==> config.mk <==
export PLATFORM = sky130hd
export DESIGN_NAME = acq_sequencer
export DESIGN_NICKNAME = d
export VERILOG_FILES = /design/src/rtl/acq_sequencer.sv
export SDC_FILE = /design/constraint.sdc
export NUM_CORES = 1
export LEC_CHECK = 0
export BUFFER_PORTS_ARGS = -buffer_cell sky130_fd_sc_hd__buf_2
export CORE_ASPECT_RATIO = 0.9
export CORE_MARGIN = 1
export CORE_UTILIZATION = 50
export CTS_CLUSTER_DIAMETER = 120
export CTS_CLUSTER_SIZE = 40
export DETAILED_ROUTE_END_ITERATION = 6
export GPL_ROUTABILITY_DRIVEN = 1
export GPL_TIMING_DRIVEN = 0
export PLACE_DENSITY = 0.76
export SETUP_SLACK_MARGIN = 0.2
export SLEW_MARGIN = 10
export SYNTH_ARGS = -nofsm -noshare
export SYNTH_HDL_FRONTEND = slang
export SYNTH_SLANG_ARGS = --single-unit
==> constraint.sdc <==
create_clock -name clk -period 4.05 [get_ports clk]
set_input_delay 0.405 -clock clk [delete_from_list [all_inputs] [get_ports clk]]
set_output_delay 0.405 -clock clk [all_outputs]
set_load 0.05 [all_outputs]
==> src/rtl/acq_sequencer.sv <==
// Run controller for the ADC event-acquisition path: qualifies trigger edges,
// gates sample-FIFO writes, applies dead time and an event limit, counts events.
module acq_sequencer #(
   parameter int unsigned CNT_W  = 32,
   parameter int unsigned HOLD_W = 16
) (
   input  logic              clk,
   input  logic              rstn_i,
   input  logic              cfg_arm_i,
   input  logic              cfg_abort_i,
   input  logic [HOLD_W-1:0] cfg_holdoff_i,
   input  logic [CNT_W-1:0]  cfg_event_limit_i,
   input  logic              trig_i,
   input  logic              fifo_full_i,
   output logic              wr_en_o,
   output logic [1:0]        state_o,
   output logic [CNT_W-1:0]  event_cnt_o,
   output logic [CNT_W-1:0]  lost_cnt_o,
   output logic              overflow_o,
   output logic              done_o
);

   typedef enum logic [1:0] {
      ST_IDLE    = 2'd0,
      ST_ARMED   = 2'd1,
      ST_HOLDOFF = 2'd2
   } state_e;

   state_e              state_q, state_d;
   logic                trig_q;
   logic [HOLD_W-1:0]   hold_q, hold_d;
   logic [CNT_W-1:0]    evt_q, evt_d;
   logic [CNT_W-1:0]    lost_q, lost_d;
   logic                ovf_q, ovf_d;
   logic                wr_q, wr_d;
   logic                done_q, done_d;

   logic                trig_edge;
   logic [CNT_W:0]      evt_plus1;
   logic [CNT_W-1:0]    evt_sat;
   logic [CNT_W-1:0]    lost_sat;
   logic                limit_hit;

   assign trig_edge = trig_i & ~trig_q;

   // Limit compare is done one bit wider so a saturated count never aliases to 0.
   assign evt_plus1 = {1'b0, evt_q} + (CNT_W+1)'(1);
   assign evt_sat   = (&evt_q)  ? evt_q  : evt_plus1[CNT_W-1:0];
   assign lost_sat  = (&lost_q) ? lost_q : lost_q + CNT_W'(1);
   assign limit_hit = (cfg_event_limit_i != '0) &&
                      (evt_plus1 == {1'b0, cfg_event_limit_i});

   always_comb begin
      state_d = state_q;
      hold_d  = hold_q;
      evt_d   = evt_q;
      lost_d  = lost_q;
      ovf_d   = ovf_q;
      wr_d    = 1'b0;
      done_d  = 1'b0;

      if (cfg_abort_i) begin
         state_d = ST_IDLE;
      end else begin
         case (state_q)
            ST_IDLE: begin
               if (cfg_arm_i) begin
                  state_d = ST_ARMED;
                  evt_d   = '0;
                  lost_d  = '0;
                  ovf_d   = 1'b0;
               end
            end
            ST_ARMED: begin
               if (trig_edge && !fifo_full_i) begin
                  wr_d  = 1'b1;
                  evt_d = evt_sat;
                  if (limit_hit) begin
                     state_d = ST_IDLE;
                     done_d  = 1'b1;
                  end else if (cfg_holdoff_i != '0) begin
                     state_d = ST_HOLDOFF;
                     hold_d  = cfg_holdoff_i - HOLD_W'(1);
                  end
               end else if (trig_edge && fifo_full_i) begin
                  lost_d = lost_sat;
                  ovf_d  = 1'b1;
               end
            end
            ST_HOLDOFF: begin
               if (hold_q == '0) begin
                  state_d = ST_ARMED;
               end else begin
                  hold_d = hold_q - HOLD_W'(1);
               end
            end
            default: state_d = ST_IDLE;
         endcase
      end
   end

   always_ff @(posedge clk or negedge rstn_i) begin
      if (!rstn_i) begin
         state_q <= ST_IDLE;
         trig_q  <= 1'b0;
         hold_q  <= '0;
         evt_q   <= '0;
         lost_q  <= '0;
         ovf_q   <= 1'b0;
         wr_q    <= 1'b0;
         done_q  <= 1'b0;
      end else begin
         state_q <= state_d;
         trig_q  <= trig_i;
         hold_q  <= hold_d;
         evt_q   <= evt_d;
         lost_q  <= lost_d;
         ovf_q   <= ovf_d;
         wr_q    <= wr_d;
         done_q  <= done_d;
      end
   end

   assign wr_en_o     = wr_q;
   assign state_o     = state_q;
   assign event_cnt_o = evt_q;
   assign lost_cnt_o  = lost_q;
   assign overflow_o  = ovf_q;
   assign done_o      = done_q;

endmodule

# ---- Word-level counts from Yosys, hierarchy flattened
# Cells that the tools add are included.
# Widths: inputs -> output; s select.
dict set report totals {
  elab_cells 79
  output_inout_bits 69
  input_bits 54
  reg_bits 86
}
dict set report classes {
  bitwise 3
  n_eq_ne 16
  n_mux 31
  add_sub_neg 4
  reduce_logical 17
}
# op count
set ops {}
lappend ops {{$mux 32} 6}
lappend ops {{$pmux 32 s2} 2}
lappend ops {{$mux 16} 4}
lappend ops {{$reduce_and 32->1} 2}
lappend ops {{$add 32x1->33 const B} 1}
lappend ops {{$eq 33x32->1} 1}
lappend ops {{$add 32x1->32 const B} 1}
lappend ops {{$pmux 16 s2} 1}
lappend ops {{$reduce_bool 32->1} 1}
lappend ops {{$sub 16x1->16 const B} 2}
lappend ops {{$ne 2x2->1 const B} 9}
lappend ops {{$logic_not 16->1} 1}
lappend ops {{$reduce_bool 16->1} 1}
lappend ops {{$mux 2} 6}
lappend ops {{$reduce_and 6->1} 2}
lappend ops {{$mux 1} 10}
lappend ops {{$reduce_and 5->1} 2}
lappend ops {{$ne 3x3->1 const B} 3}
lappend ops {{$pmux 2 s3} 1}
lappend ops {{$ne 4x4->1 const B} 1}
lappend ops {{$reduce_and 4->1} 1}
lappend ops {{$reduce_bool 2->1} 2}
lappend ops {{$logic_and 1x1->1} 3}
lappend ops {{$eq 2x1->1 const B} 1}
lappend ops {{other kinds (6)} 7}

# ---- Longest topological paths before layout
dict set report logic_depth {
  word_depth 7
  mapped_depth 17
  ltp_nobuf 12
}

# ---- Worst setup path before layout
# OpenSTA, ideal clock, no wires.
dict set report synth_timing {
  path_type {reg-to-reg}
  from {register state_q[0] (netlist: state_o[0])}
  to {register hold_q[12]}
  slack_ns -0.493
  arrival_ns 4.419
  n_path_buf 5
  t_required_ns 3.926
  synth_period_minus_slack_ns 4.543
  setup_ns 0.124
  stages_incl_launch_ff 18
  cell_sequence {dfrtp_1 inv_1 ha_1 clkbuf_1 clkbuf_1 clkbuf_1 clkbuf_1 buf_1 mux2i_1 ha_1 o21ai_0 or2_2 nor2_1 o21ai_1 or3_1 nand3_1 o31ai_1 a211o_1}
}
dict set report synth_via {
  elab_chain_len 3
  word_cells_on_any_way 9
  classes_between {eq/ne: 6; mux: 1; reduce/logical: 2}
}
# item line_no
set synth_lines {}
lappend synth_lines {{start, declared} 29} ;# state_e state_q, state_d;
lappend synth_lines {{start signal, assigned} 113} ;# state_q <= state_d;
lappend synth_lines {{$eq 2x2->1 / $eq 2x1->1 (equally long branches)} 65} ;# case (state_q)
lappend synth_lines {{$ne 2x2->1 (no line) / $reduce_bool 2->1 (equally long branches)} --}
lappend synth_lines {{$reduce_and 6->1 (no line)} --}
lappend synth_lines {{end signal, assigned} 115} ;# hold_q <= hold_d;
lappend synth_lines {{end, declared} 31} ;# logic [HOLD_W-1:0] hold_q, hold_d;
# Parallel ways exist; a longest one is shown, timed or not.
# A chain may end at the register's enable or synchronous reset.

# ---- Final worst setup path
# Same ends and word-level chain as after synthesis.

==> flow_summary.ini <==
[setup_path]
cp-start-kind = register
wp_data_required_ps = 4280
timing.setup.critical_path_class = reg -> reg
timing.reg2reg.setup_slack_ps = 390
end_kind = register
arr_time_crit_path_ps = 3900
cp_max_fo = 10

[timing]
fin_crit_sh_pct = 90.5
worst_case_headroom_to_the_max_slew_limit_pct = 47.9
final.setup_skew_ps = 11.4
setup_viol_count_final = 0
timing.final.max_slew_violations = 0
fin_hold_ws_ps = 182
grt_setup_unrepaired = no
achievable-frequency_ghz = 0.273
tightestPinTransition_ps = 762
postLayoutSetupSlackWorst_ps = 386
setup-tns-final_ps = 0
period_needed_ps = 3660
final-hold-violation-count = 0

[floorplan]
die_area_um2 = 13100
floorplan.io_pins = 123
fp-row-count = 38
fp.dieW_um = 121
start_util_pct = 51.9
core_region_area_um2 = 12200
fp.dieH_um = 109

[clock_tree]
clkTransAtPathRegs_ps = 70
clk_path_buf_depth = 2
ctsHtreeMaxLevel = 3
cts_buffers = 9
tritoncts = yes
ctsRootBufferMaster = clkbuf_16
cts_num_sinks = 86
clk-insertion-delay-late_ps = 350

[layout]
syn_to_final_growth_pct = 19.3
layout.cells.most_common_list = 128 x buf_2, 83 x dfrtp_1, 78 x nor2_1
fin_nets = 973
post_route_cells_drive_above_1_share_pct = 21.0
layout.cells.most_common = buf_2
antenna-diode-count = 0

[detailed_routing]
detail_route.wl_per_cell_um = 18.0
via_to_cell_ratio = 6.05
final_wirelength_um = 19400
drcViolationCount = 0
vias = 6521
final_antenna_net_count = 0
drt_pre_antenna_iters = 5
initialDrtViolationCount = 701

[yosys]
synth-edff-count = 0
postSynth.topFlopCell = dfrtp_1
share_of_flip_flops_with_an_asynchronous_set_or_reset_pct = 100
synthesized_flop_and_latch_total = 86
netlist-cell-type-count = 64
post_synth.cell_area_avg_um2 = 8.18
mappedNetlistNets = 836
synthDominantCellAreaShare_pct = 33.9
yosys-top-cells-area = dfrtp_1 34%, xor2_1 6.2%, xnor2_1 5.4%
synth_top_cell_by_area = dfrtp_1
synth_cells = 775
synthesis.yosys.warnings = 0
synth.yosys.seq_area_share_pct = 33.9
syn_area_um2 = 6340

[global_route]
grt_pass1_wl_um = 30700
grt_antenna_before_repair = 0
vias_in_the_first_global_route = 5921
globalRoute.totalOverflow = 0
grt_start_max_net_pins = 64
total_routing_resource_utilization_after_global_routing_pct = 30.2

[power_and_ir_drop]
power-per-cell-area_nw_per_um2 = 371
peakVddDrop_v = 0.000224
cellLeakagePower_nw = 3.29

[place]
dpl.hpwl_um = 14300
numPortBuffers = 121
routabilityCongestion = 0.990
pre_cts_ws_ps = -233

[job]
max_cap_viol_count = 0

[min_path]
hp-class = in -> reg

[run_status]
run_status = completed
layer usage:
metal / routed length (µm) / part of all wire (%) / track usage (%) / vias up
met3: 1540 / 7.9 / 6.75 / 30
met2: 8880 / 46 / 47.3 / 304
met1: 8600 / 44 / 41.8 / 3088
met5: 0 / 0 / 0 / -
met4: 383 / 2.0 / 8.73 / 0
li1: - / - / - / 3099
critical path, cell delays in order, from the launching register on:
cell,delay [ps]
dfrtp_2,440
inv_1,110
ha_1,170
buf_4,180
buf_4,180
buf_4,180
buf_6,160
buf_6,160
mux2i_2,230
ha_2,250
o21ai_1,130
or2_4,300
nor2_4,160
o21ai_2,130
or3_1,350
nand3_1,100
o31ai_1,80
a211o_1,230
worst paths after layout:
check,cells past startpoint,to,start
worst max-delay path,17,hold_q[12],state_o[0]
worst min-delay path,1,trig_q,trig_i
worst max register to register,17,hold_q[12],state_o[0]
worst min register to register,1,overflow_o,overflow_o
max in group asynchronous,3,lost_cnt_o[26],rstn_i
min in group asynchronous,2,hold_q[7],rstn_i
through the flow:
stage,utilization (%),area (µm²),power (W),cells
final,61.9,7560,0.00280,1077
after global routing,61.9,7560,0.00296,1077
after CTS,61.5,7510,0.00278,1074
after detailed placement,58.9,7190,0.00195,1057
after global placement,58.6,7160,0.00193,1056
after floorplan,-,6360,0.00168,775
kinds of logic (layout without fill, tap and decap cells):
family,count (synthesis),in the layout,synth area share [%]
AO/OA/AOI/OAI,163,163,16.8
XOR/XNOR,84,84,11.6
adder cells (fa/ha/maj),7,7,1.38
buffers and inverters,55,197,3.83
flip-flops,86,86,33.9
multiplexers,9,9,1.48
AND/OR/NAND/NOR,371,371,31.0
sequential cells by signal, summed over array words and instances (netlist names):
register     count
done_o           1
event_cnt_o     32
hold_q          16
lost_cnt_o      32
overflow_o       1
state_o          2
trig_q           1
wr_en_o          1
synth_stat cells, drive strengths merged, types with 8 or more instances:
library cell / number
or2: 8
nor4: 20
a21oi: 30
and4: 10
nor3: 30
nand2: 76
inv: 11
nand2b: 10
clkbuf: 29
and3: 14
or3: 17
o21ai: 53
buf: 15
xor2: 45
dfrtp: 86
nand4: 30
nand3: 36
nor2: 81
o31ai: 20
xnor2: 39
report_power, final:
part	internal, W	switching (W)
Combinational	0.000344	0.000558
Sequential	0.000964	0.000115
Clock	0.000442	0.000382
Total	0.00175	0.00105
layout make-up:
type                    instances  area, µm²
plain buffers                  44        231
clock buffers                  10        239
clock inverters                 6       50.0
fillers                      1122       4650
inverters                      11       41.3
multi-input cells             634       3980
flip-flops and latches         86       2160
well taps                     160        200
repair buffers                126        668
timing repair:
action,4_1_cts,5_1_grt
hold buffers,1,0
setup buffers,0,3
gates resized for setup,8,17
hold endpoints to repair,23,0
endpoints found under the setup margin,13,37
pin swaps,0,2
(Power assumes the default switching activity.)
